==> src/rtl/seg7_disp_arbiter_if.sv <==
// seg7_disp_arbiter_if
//   Bus between the three display sources and the seg7 arbiter.
//   master : source side, drives req/data0..2/freeze and observes gnt/dout/busy.
//   slave  : arbiter side, samples the requests and drives the registered grant,
//            the display word and busy.
interface seg7_disp_arbiter_if;
  logic [2:0]  req;
  logic [23:0] data0;
  logic [23:0] data1;
  logic [23:0] data2;
  logic        freeze;
  logic [2:0]  gnt;
  logic [23:0] dout;
  logic        busy;

  modport master (
    output req, data0, data1, data2, freeze,
    input  gnt, dout, busy
  );

  modport slave (
    input  req, data0, data1, data2, freeze,
    output gnt, dout, busy
  );
endinterface

==> src/rtl/seg7_disp_arbiter.sv <==
// seg7_disp_arbiter
//   Round-robin sharing of the six-digit seg7 scanner between three BCD
//   sources (clock, stopwatch, counter). A grant is held for at least DWELL
//   cycles while others wait; freeze pins the current holder on screen.
// Ports:
//   clk  - system clock, rising edge
//   rst  - synchronous reset, active-high
//   bus  - slave modport: req[2:0], data0/1/2[23:0], freeze in;
//          gnt[2:0] (one-hot), dout[23:0], busy out, all registered
//
// state | meaning
// ------+-----------------------------------------------------------
// IDLE  | no source granted, dout shows IDLE_DATA
// HOLD  | source lp_q owns the display, dwell counter running/expired
module seg7_disp_arbiter #(
  parameter int unsigned DWELL     = 25_000_000,
  parameter logic [23:0] IDLE_DATA = 24'hFFFFFF
) (
  input  logic                clk,
  input  logic                rst,
  seg7_disp_arbiter_if.slave  bus
);

  localparam int unsigned   CW     = (DWELL > 1) ? $clog2(DWELL) : 1;
  localparam logic [CW-1:0] RELOAD = CW'(DWELL - 1);

  typedef enum logic {ST_IDLE, ST_HOLD} state_t;

  state_t        state_q, state_d;
  logic [2:0]    gnt_q, gnt_d;
  logic [23:0]   dout_q, dout_d;
  logic          busy_q, busy_d;
  logic [CW-1:0] cnt_q, cnt_d;
  logic [1:0]    lp_q, lp_d;

  logic [2:0]    holder_oh;
  logic [2:0]    others;
  logic [2:0]    cand;
  logic [1:0]    pick;
  logic          grant_now;

  // Search order from pointer p: p+1, p+2, p (mod 3).
  function automatic logic [1:0] rr_pick(input logic [1:0] p, input logic [2:0] r);
    logic [1:0] c1, c2, res;
    c1  = (p == 2'd2) ? 2'd0 : p + 2'd1;
    c2  = (c1 == 2'd2) ? 2'd0 : c1 + 2'd1;
    res = p;
    if (r[c1])      res = c1;
    else if (r[c2]) res = c2;
    return res;
  endfunction

  function automatic logic [2:0] to_onehot(input logic [1:0] i);
    logic [2:0] oh;
    oh = 3'b000;
    case (i)
      2'd0:    oh = 3'b001;
      2'd1:    oh = 3'b010;
      2'd2:    oh = 3'b100;
      default: oh = 3'b000;
    endcase
    return oh;
  endfunction

  always_comb begin
    holder_oh = to_onehot(lp_q);
    others    = bus.req & ~holder_oh;
    // In HOLD the holder is excluded so a search can never re-pick it
    cand      = (state_q == ST_IDLE) ? bus.req : others;
    pick      = rr_pick(lp_q, cand);
  end

  always_comb begin
    state_d   = state_q;
    gnt_d     = gnt_q;
    cnt_d     = cnt_q;
    lp_d      = lp_q;
    grant_now = 1'b0;

    case (state_q)
      ST_IDLE: begin
        if (|bus.req) grant_now = 1'b1;
      end
      ST_HOLD: begin
        if (!bus.req[lp_q]) begin
          // Holder released: hand over immediately, ignoring dwell and freeze
          if (|others) begin
            grant_now = 1'b1;
          end else begin
            state_d = ST_IDLE;
            gnt_d   = 3'b000;
          end
        end else if (cnt_q != '0) begin
          cnt_d = cnt_q - CW'(1);
        end else if (!bus.freeze) begin
          if (|others) grant_now = 1'b1;
          else         cnt_d     = RELOAD;
        end
        // Expired and frozen: hold with counter parked at zero
      end
      default: begin
        state_d = ST_IDLE;
        gnt_d   = 3'b000;
      end
    endcase

    if (grant_now) begin
      state_d = ST_HOLD;
      gnt_d   = to_onehot(pick);
      cnt_d   = RELOAD;
      lp_d    = pick;
    end
  end

  // dout follows the next holder's live data, not a snapshot taken at grant
  always_comb begin
    case (gnt_d)
      3'b001:  dout_d = bus.data0;
      3'b010:  dout_d = bus.data1;
      3'b100:  dout_d = bus.data2;
      default: dout_d = IDLE_DATA;
    endcase
    busy_d = |gnt_d;
  end

  always_ff @(posedge clk) begin
    if (rst) begin
      state_q <= ST_IDLE;
      gnt_q   <= 3'b000;
      dout_q  <= IDLE_DATA;
      busy_q  <= 1'b0;
      cnt_q   <= '0;
      lp_q    <= 2'd2;
    end else begin
      state_q <= state_d;
      gnt_q   <= gnt_d;
      dout_q  <= dout_d;
      busy_q  <= busy_d;
      cnt_q   <= cnt_d;
      lp_q    <= lp_d;
    end
  end

  assign bus.gnt  = gnt_q;
  assign bus.dout = dout_q;
  assign bus.busy = busy_q;

endmodule
==> src/flat_wrapper.sv <==
// flat-port wrapper written by rule: the top's interface ports become plain ports
module seg7_disp_arbiter_flat 
#(
  parameter int unsigned DWELL     = 25_000_000,
  parameter logic [23:0] IDLE_DATA = 24'hFFFFFF
)
  (clk, rst, bus_req, bus_data0, bus_data1, bus_data2, bus_freeze, bus_gnt, bus_dout, bus_busy);
  seg7_disp_arbiter_if bus_i ();
  input  logic clk;
  input  logic rst;
  input wire logic [$bits(bus_i.req)-1:0] bus_req;
  input wire logic [$bits(bus_i.data0)-1:0] bus_data0;
  input wire logic [$bits(bus_i.data1)-1:0] bus_data1;
  input wire logic [$bits(bus_i.data2)-1:0] bus_data2;
  input wire logic [$bits(bus_i.freeze)-1:0] bus_freeze;
  output wire logic [$bits(bus_i.gnt)-1:0] bus_gnt;
  output wire logic [$bits(bus_i.dout)-1:0] bus_dout;
  output wire logic [$bits(bus_i.busy)-1:0] bus_busy;
  assign bus_i.req = bus_req;
  assign bus_i.data0 = bus_data0;
  assign bus_i.data1 = bus_data1;
  assign bus_i.data2 = bus_data2;
  assign bus_i.freeze = bus_freeze;
  assign bus_gnt = bus_i.gnt;
  assign bus_dout = bus_i.dout;
  assign bus_busy = bus_i.busy;
  seg7_disp_arbiter #(.DWELL(DWELL), .IDLE_DATA(IDLE_DATA)) u_core (.clk(clk), .rst(rst), .bus(bus_i));
endmodule
==> config.mk <==
export PLATFORM = sky130hd
export DESIGN_NAME = seg7_disp_arbiter_flat
export DESIGN_NICKNAME = d
export VERILOG_FILES = /design/src/rtl/seg7_disp_arbiter_if.sv /design/src/rtl/seg7_disp_arbiter.sv /design/src/flat_wrapper.sv
export SDC_FILE = /design/constraint.sdc
export NUM_CORES = 1
export LEC_CHECK = 0
export BUFFER_PORTS_ARGS = -buffer_cell sky130_fd_sc_hd__buf_2
export CAP_MARGIN = 20
export CORE_MARGIN = 2
export CORE_UTILIZATION = 35
export CTS_CLUSTER_DIAMETER = 30
export DETAILED_ROUTE_END_ITERATION = 10
export PLACE_DENSITY_LB_ADDON = 0.12
export RECOVER_POWER = 50
export SETUP_SLACK_MARGIN = 0.1
export SLEW_MARGIN = 20
export SYNTH_ARGS = -nofsm -noshare
export SYNTH_HDL_FRONTEND = slang
export SYNTH_SLANG_ARGS = --single-unit
==> constraint.sdc <==
create_clock -name clk -period 3.6 [get_ports clk]
set_input_delay 0.18 -clock clk [delete_from_list [all_inputs] [get_ports clk]]
set_output_delay 0.18 -clock clk [all_outputs]
set_load 0.01 [all_outputs]
Word-level counts from Yosys, hierarchy flattened
Index checks and enable logic that the tools add are counted.

operators by class
  reductions and logical operators = 11
  add/sub/neg operators = 3
  magnitude comparators = 3
  muxes and demuxes = 33
  equality and inequality tests = 12
  bitwise operators = 3

operators by type and width
  kind                                                  number
  two-way mux 25 bit                                    6
  case mux 24 bit (3 select lines)                      1
  nonzero test 25 bit                                   1
  subtractor 25 x 1 -> 25 bit (second input constant)   1
  case mux 3 bit (3 select lines)                       2
  two-way mux 3 bit                                     5
  two-way mux 1 bit                                     11
  < comparator 2 x 3 -> 1 bit (second input constant)   3
  OR reduction 3 bit                                    3
  two-way mux 2 bit                                     4
  AND reduction 4 bit                                   2
  binary-select mux 1 bit (select 2 bit)                3
  equality test 2 bit (second input constant)           3
  adder 2 x 1 -> 2 bit (second input constant)          2
  equality test 2 x 1 -> 1 bit (second input constant)  2
  zero test 2 bit                                       2
  nonzero test 2 bit                                    2
  AND 3 bit                                             1
  equality test 3 x 1 -> 1 bit (second input constant)  1
  equality test 3 x 2 -> 1 bit (second input constant)  1
  equality test 3 bit (second input constant)           1
  != test 3 x 1 -> 1 bit (second input constant)        1
  != test 3 x 2 -> 1 bit (second input constant)        1
  inverter 3 bit                                        1
  5 further kinds                                       5

word-level totals
  bits in registers = 56
  output and inout port bits = 28
  bits of input ports = 78
  word-level logic and storage cells = 72

Longest topological paths before layout
Gate-level depths: netlist (run 1).

  depth in word-level cells = 14
  depth in mapped cells = 11
  gate-level depth less buffers = 10

Worst setup path before layout (run 1)
Ideal clock, no wire load.

  path type = flip-flop to flip-flop
  start = reg u_core.cnt_q[0]
  end = reg u_core.dout_q[10] (netlist: u_core.bus.dout[10])
  clock period less this slack = 2.558 ns
  path buffers = 1
  path slack = 1.042 ns
  arrival = 2.436 ns
  stages on the path, launching flop included = 12
  required time = 3.478 ns
  library setup time = 0.122 ns
  cell sequence = dfxtp_1 inv_1 ha_1 nor4b_2 nand4_2 nor4b_4 o21ai_2 mux2_4 o21ai_1 o311ai_4 buf_6 a221o_1

on the way
  cells in the longest elaborated chain, start to end = 7
  elaborated cells between the ends (all ways) = 9
  those cells by class = eq/ne: 3; mux: 5; reduce/logical: 1

ends and longest elaborated chain
  item                                         line                      text
  from (decl)                                  seg7_disp_arbiter.sv:33   logic [CW-1:0] cnt_q, cnt_d;
  from (signal assigned)                       seg7_disp_arbiter.sv:139  cnt_q <= cnt_d;
  nonzero test 25 bit (*)                      seg7_disp_arbiter.sv:93   end else if (cnt_q != '0) begin
  two-way mux 1 bit (*)                        seg7_disp_arbiter.sv:93
  two-way mux 1 bit (*)                        seg7_disp_arbiter.sv:85   if (!bus.req[lp_q]) begin
  case mux 1 bit (2 select lines) (*)          seg7_disp_arbiter.sv:80   case (state_q)
  two-way mux 3 bit (*)                        seg7_disp_arbiter.sv:107  if (grant_now) begin
  equality test 3 bit (tied with other cells)  seg7_disp_arbiter.sv:117  case (gnt_d)
  case mux 24 bit (3 select lines) (*)         seg7_disp_arbiter.sv:117
  to (signal assigned)                         seg7_disp_arbiter.sv:137  dout_q <= dout_d;
  to (decl)                                    seg7_disp_arbiter.sv:31   logic [23:0] dout_q, dout_d;

Mark *: on every way between the ends. The rest lies on a longest branch, timed or not.
A chain may end at the register's enable or synchronous reset.

Worst setup path in the final report (run 1)
  start = reg u_core.cnt_q[0]
  end = reg u_core.dout_q[17] (netlist: u_core.bus.dout[17])

The elaborated chain is that of the path after synthesis.

==> results.cfg, run 1 <==
[worst_setup_path]
critPathCaptureType = flip-flop
path_max_fanout = 24
critPathArrivalTime_ns = 3.44
path_cells = inv_1 -> ha_1 -> nor4b_2 -> nand4_1 -> nor4b_4 -> o211ai_1 -> o22ai_2 -> nor2_2 -> o311ai_4 -> a221o_1
r2r_cells = 10
crit_type = flip-flop to flip-flop
cp-start-kind = flip-flop
critPathSlowestCell = o311ai_4
ff2ff_setup_slack_ns = 0.42
max_stage_delay_ns = 0.91
crit_required_ns = 3.87
r2r_start = u_core.cnt_q[0]
reg2reg_to = u_core.bus.dout[17]

[drt]
wl_mm = 7.67
drc = 0
wire_per_inst_um = 14.9
vias = 2760
dr.pass1.iters = 4
ant_nets = 0
drt_iter0_drc = 106
vias_per_cell = 5.36

[sta]
skew_ns = 0.0107
slew_viol_final = 0
fmax_ghz = 0.315
slew_headroom = 0.295
fin_crit_sh = 0.882
hold-worst-slack_ns = 0.0723
worst_pin_slew_ns = 1.05
rsz0062_at_grt = false
fin_tns_setup_ns = 0
setup_violations = 0
final.min_clock_period_ns = 3.18
hold_viol_final = 0

[cells_and_area]
final_cell_mix = 76 x buf_2, 56 x dfxtp_1, 44 x nor2_1
drive_above_1_share = 0.254
fin_cells = 515
post-route-util = 0.433
fin_area_mm2 = 0.00350
layout.nets = 489
regArea_mm2 = 0.00112
mostFrequentLayoutCell = buf_2
num_antenna_cells = 0
area_delta_synth_final_pct = 22.2
multi_input_area_mm2 = 0.00162
n_fill_cell = 855

[synthesis]
synth_seq_cells = 56
synth_area_mm2 = 0.00287
synthCells = 312
synth_edf_count = 0
ys_top_cells_by_area = dfxtp_1 39%, a221o_1 8.4%, a22o_1 7.3%
yosysUniqueCellTypes = 57
async_reset_ff_frac = 0
yosysTopAreaCell = dfxtp_1
avgSynthCellArea_um2 = 9.19
yosys_warnings = 0
synth_flop_cell = dfxtp_1
yosysTopAreaCellShare = 0.391
syn-num-nets = 392
yosysSeqAreaShare = 0.391

[min_path]
min_from = bus_data2[11]
holdPathStages = 2
worstHoldEndpoint = u_core.bus.dout[11]
hold_path_class = input port to flip-flop

[grt]
grt_usage = 0.168
grt_antenna_before_repair = 0
grt_first_pass_wirelength_mm = 11.8
grt_pass1_vias = 2456
grt_start_max_net_pins = 27
gr-total-overflow = 0

[clock_tree]
holdBufCountCts = 0
cts_sinks = 56
cts_buffers = 5
clk_latency_ns = 0.32
clk_pin_slew_ns = 0.11
clk_path_buf_depth = 2
root_buffer = clkbuf_8
cts_resized = 0
cts_tree = done
htreeDepth = 2
post-cts-setup-buffers = 0

[power_and_ir_drop]
p_leak_nw = 1.43
vdd_drop_max_v = 0.000181
pwr_density_cell_mw_per_mm2 = 479

[floorplan]
fp.dieW_um = 94.5
rows = 33
pin_count = 106
die_h_um = 94.5
fp.coreArea_mm2 = 0.00809
die_area_mm2 = 0.00893
initial_core_util = 0.354

[job]
cap_violations = 0

[place]
dp_cells = 507
dp_hpwl_mm = 5.49
port_buffers = 105
placed_area_mm2 = 0.00346
place.gp.congestion = 0.748

[run_status]
status = finished, final reports clean
[power by group]
group / leakage (nW) / switching [W] / internal [W]
registers: 0.464 / 0.0000611 / 0.000714
clock network: 0.0485 / 0.000223 / 0.000140
logic: 0.912 / 0.000308 / 0.000233
total: 1.43 / 0.000592 / 0.00109
[sequential cells by signal, indices dropped and copies added, names as in the netlist]
name	cells
u_core.bus.busy	1
u_core.lp_q	2
u_core.state_q	1
u_core.bus.gnt	3
u_core.cnt_q	25
u_core.bus.dout	24
[per-layer routing]
metal,part of all wire,vias to the layer above,track usage,routed length [um]
met1,0.45,1303,0.210,3420
li1,-,1389,-,-
met5,0,-,0,0
met2,0.50,56,0.281,3820
met4,0.021,0,0.0628,160
met3,0.035,12,0.0383,271
[cell families (layout without fill, tap and decap cells)]
group                    after synthesis  in the layout  share of synthesized area
AO/OA/AOI/OAI                        108            108                      0.308
AND/OR/NAND/NOR                      108            108                      0.206
flip-flops                            56             56                      0.391
buffers and inverters                 26            124                     0.0406
XOR/XNOR                               8              8                     0.0244
multiplexers                           4              4                     0.0205
adder cells (fa/ha/maj)                2              2                    0.00873
[worst max-delay path by stage]
| stage | slack (ns) | startpoint | end | depth (start not counted) |
|---|---|---|---|---|
| 3_3_place_gp | 0.53 | u_core.cnt_q[0] | u_core.bus.dout[9] | 10 |
| 6_report | 0.42 | u_core.cnt_q[0] | u_core.bus.dout[17] | 10 |
| 3_5_place_dp | 0.43 | u_core.cnt_q[0] | u_core.bus.dout[13] | 10 |
| 2_1_floorplan | 1.04 | u_core.cnt_q[0] | u_core.bus.dout[10] | 11 |
| 5_1_grt | 0.17 | u_core.cnt_q[0] | u_core.bus.dout[10] | 10 |
| 4_1_cts | 0.42 | u_core.cnt_q[0] | u_core.bus.dout[17] | 10 |
[synth_stat cells, types with 6 or more instances]
cell / n
a311oi_1: 7
nand3_1: 8
xor2_1: 6
nor2_1: 44
nand2_1: 15
a221o_1: 24
clkbuf_1: 13
dfxtp_1: 56
o21ai_0: 10
a22o_1: 24
a21oi_1: 18
inv_1: 8
nor3_1: 8
[worst max-delay path, delay by kind of cell (launching register included)]
| family | cells | cell delay [ns] |
|---|---|---|
| buffers and inverters | 1 | 0.09 |
| and+or+nand+nor | 4 | 0.85 |
| AOI/OAI and AO/OA | 4 | 1.67 |
| DFF | 1 | 0.34 |
| adders and majority gates | 1 | 0.14 |
[through the flow]
stage	power [W]	setup slack, ns
floorplan	0.00117	1.04
global placement	0.00135	0.527
detailed placement	0.00135	0.435
CTS	0.00172	0.416
global route	0.00179	0.170
finish	0.00168	0.425
[layout make-up]
type	instances	share of cell area
multi-input cells	230	0.463
flip-flops and latches	56	0.320
repair buffers	108	0.145
well taps	105	0.0375
clock buffers	5	0.0196
inverters	8	0.00857
clock inverters	3	0.00643
Note: power is estimated with default switching activity, not from simulation.
==> inputs of run 2 (changes only) <==
--- a/config.mk
+++ b/config.mk
@@ -8,7 +8,8 @@
 export BUFFER_PORTS_ARGS = -buffer_cell sky130_fd_sc_hd__buf_2
 export CAP_MARGIN = 20
 export CORE_MARGIN = 2
-export CORE_UTILIZATION = 35
+export CORE_UTILIZATION = 51
+export CTS_BUF_LIST = sky130_fd_sc_hd__clkbuf_2
 export CTS_CLUSTER_DIAMETER = 30
 export DETAILED_ROUTE_END_ITERATION = 10
 export PLACE_DENSITY_LB_ADDON = 0.12
==> run 2 against run 1 <==
  * Cell area increased by 5.9%
  * Clock-buffer cell count increased by 1
  * Die area decreased by 30%
  * Clock skew increased by 0.0039 ns
  * Utilization increased by 24 points
  * Via count increased by 4.2%
  * Flip-flop and latch count unchanged
  * Maximum frequency increased by 0.51%
  * Largest power group unchanged
==> results.cfg, run 2 (synthesis results as in run 1) <==
[drt]
wire_per_inst_um = 15.0
dr.pass1.iters = 5
drc = 0
vias_per_cell = 5.66
vias = 2876
ant_nets = 0
drt_iter0_drc = 194
wl_mm = 7.62

[power_and_ir_drop]
p_leak_nw = 1.53
vdd_drop_max_v = 0.000294
pwr_density_cell_mw_per_mm2 = 448

[floorplan]
fp.dieW_um = 79.0
initial_core_util = 0.524
pin_count = 106
die_h_um = 79.0
rows = 27
die_area_mm2 = 0.00624
fp.coreArea_mm2 = 0.00547

[worst_setup_path]
critPathArrivalTime_ns = 3.56
path_cells = inv_1 -> ha_1 -> nor4b_2 -> nand4_1 -> nor4b_4 -> o211ai_1 -> o22ai_2 -> nor2_2 -> o311ai_2 -> a221o_1
critPathCaptureType = flip-flop
path_max_fanout = 12
crit_buf_inv = 1
max_stage_delay_ns = 0.82
cp-start-kind = flip-flop
crit_required_ns = 4.00
cp_top_family = compound AO/OA/AOI/OAI gates
critPathSlowestCell = o311ai_2
crit_type = flip-flop to flip-flop

[clock_tree]
clk_latency_ns = 0.43
root_buffer = clkbuf_2
cts_sinks = 56
htreeDepth = 2
clk_pin_slew_ns = 0.26
cts_resized = 0
cts_tree = done
clk_path_buf_depth = 2
cts_buffers = 5

[place]
dp_hpwl_mm = 5.26
place_ws_ns = 0.458
place.gp.congestion = 0.837
port_buffers = 105

[cells_and_area]
n_fill_cell = 486
final_cell_mix = 76 x buf_2, 56 x dfxtp_1, 44 x nor2_1
drive_above_1_share = 0.243
largest_register_ffs = 25
mostFrequentLayoutCell = buf_2
layout.nets = 515
num_antenna_cells = 0
regMostFlops = u_core.cnt_q
area_delta_synth_final_pct = 29.4

[sta]
final.min_clock_period_ns = 3.16
slew_viol_final = 0
setup_ws_ns = 0.441
fin_crit_sh = 0.877
setup_violations = 0
fmax_ghz = 0.317
hold_viol_final = 0
fin_tns_setup_ns = 0
slew_headroom = 0.333
skew_ns = 0.0146
hold-worst-slack_ns = 0.0605
worst_pin_slew_ns = 1.00
rsz0062_at_grt = false

[grt]
grt_usage = 0.238
gr-total-overflow = 0
grt_first_pass_wirelength_mm = 12.1
grt_pass1_vias = 2684
grt_start_max_net_pins = 27
grt_antenna_before_repair = 0

[job]
cap_violations = 0

[min_path]
hold_path_class = input port to flip-flop

[run_status]
status = finished, final reports clean
==> run 2: cell types whose count changed in the layout (fill, tap and decap cells not counted), sizes merged <==
cell         delta
dlygate4sd3    +25
bufinv          +1
clkbuf          +1
clkinv          -1
inv             -1
o311ai          +1
==> run 2: area by class of cell <==
cell class                      count  area [um^2]  share of cell area
Tap cell                           72         90.1              0.0243
Timing Repair Buffer              133          758               0.204
Clock inverter                      2         35.0             0.00945
Clock buffer                        6         30.0             0.00810
Inverter                            8         30.0             0.00810
Sequential cell                    56         1120               0.302
Multi-Input combinational cell    231         1640               0.443
==> run 2: stage by stage <==
| step | cells | utilization | cell area (um^2) | total power, W |
|---|---|---|---|---|
| floorplan | 312 | - | 2870 | 0.00117 |
| global placement | 474 | 0.626 | 3420 | 0.00133 |
| detailed placement | 474 | 0.626 | 3420 | 0.00135 |
| CTS | 506 | 0.681 | 3730 | 0.00168 |
| global route | 508 | 0.678 | 3710 | 0.00177 |
| finish | 508 | 0.678 | 3710 | 0.00166 |
==> run 2: tightest hold or removal path: cells and delay by family <==
kind | cells | cell delay (ns)
buf+inv | 1 | 0.12
simple gates | 2 | 0.16
==> run 2: final timing paths <==
path	from	endpoint	slack (ns)	cells past startpoint
min reg2reg	u_core.cnt_q[24]	u_core.cnt_q[24]	0.54	1
max reg2reg	u_core.cnt_q[0]	u_core.bus.dout[10]	0.44	10
min	bus_req[1]	u_core.state_q	0.06	3
max	u_core.cnt_q[0]	u_core.bus.dout[10]	0.44	10
==> run 2: power breakdown <==
| group | leakage (nW) | internal [W] | total (W) | switching, W |
|---|---|---|---|---|
| Clock | 0.0430 | 0.000119 | 0.000309 | 0.000190 |
| Sequential | 0.464 | 0.000716 | 0.000778 | 0.0000623 |
| Combinational | 1.02 | 0.000254 | 0.000573 | 0.000319 |
| Total | 1.53 | 0.00109 | 0.00166 | 0.000571 |
==> run 2: what timing repair did <==
action,in CTS,in global routing
hold endpoints to repair,24,1
setup buffers,0,0
hold buffers,24,1
setup endpoints to repair,0,10
==> run 2: metal layers <==
layer,share of wire,vias to the layer above,routed length (um),track usage
met2,0.52,79,3950,0.422
met4,0.0059,0,45,0.0362
li1,-,1444,-,-
met1,0.43,1347,3280,0.297
met3,0.046,6,348,0.0591
met5,0,-,0,0
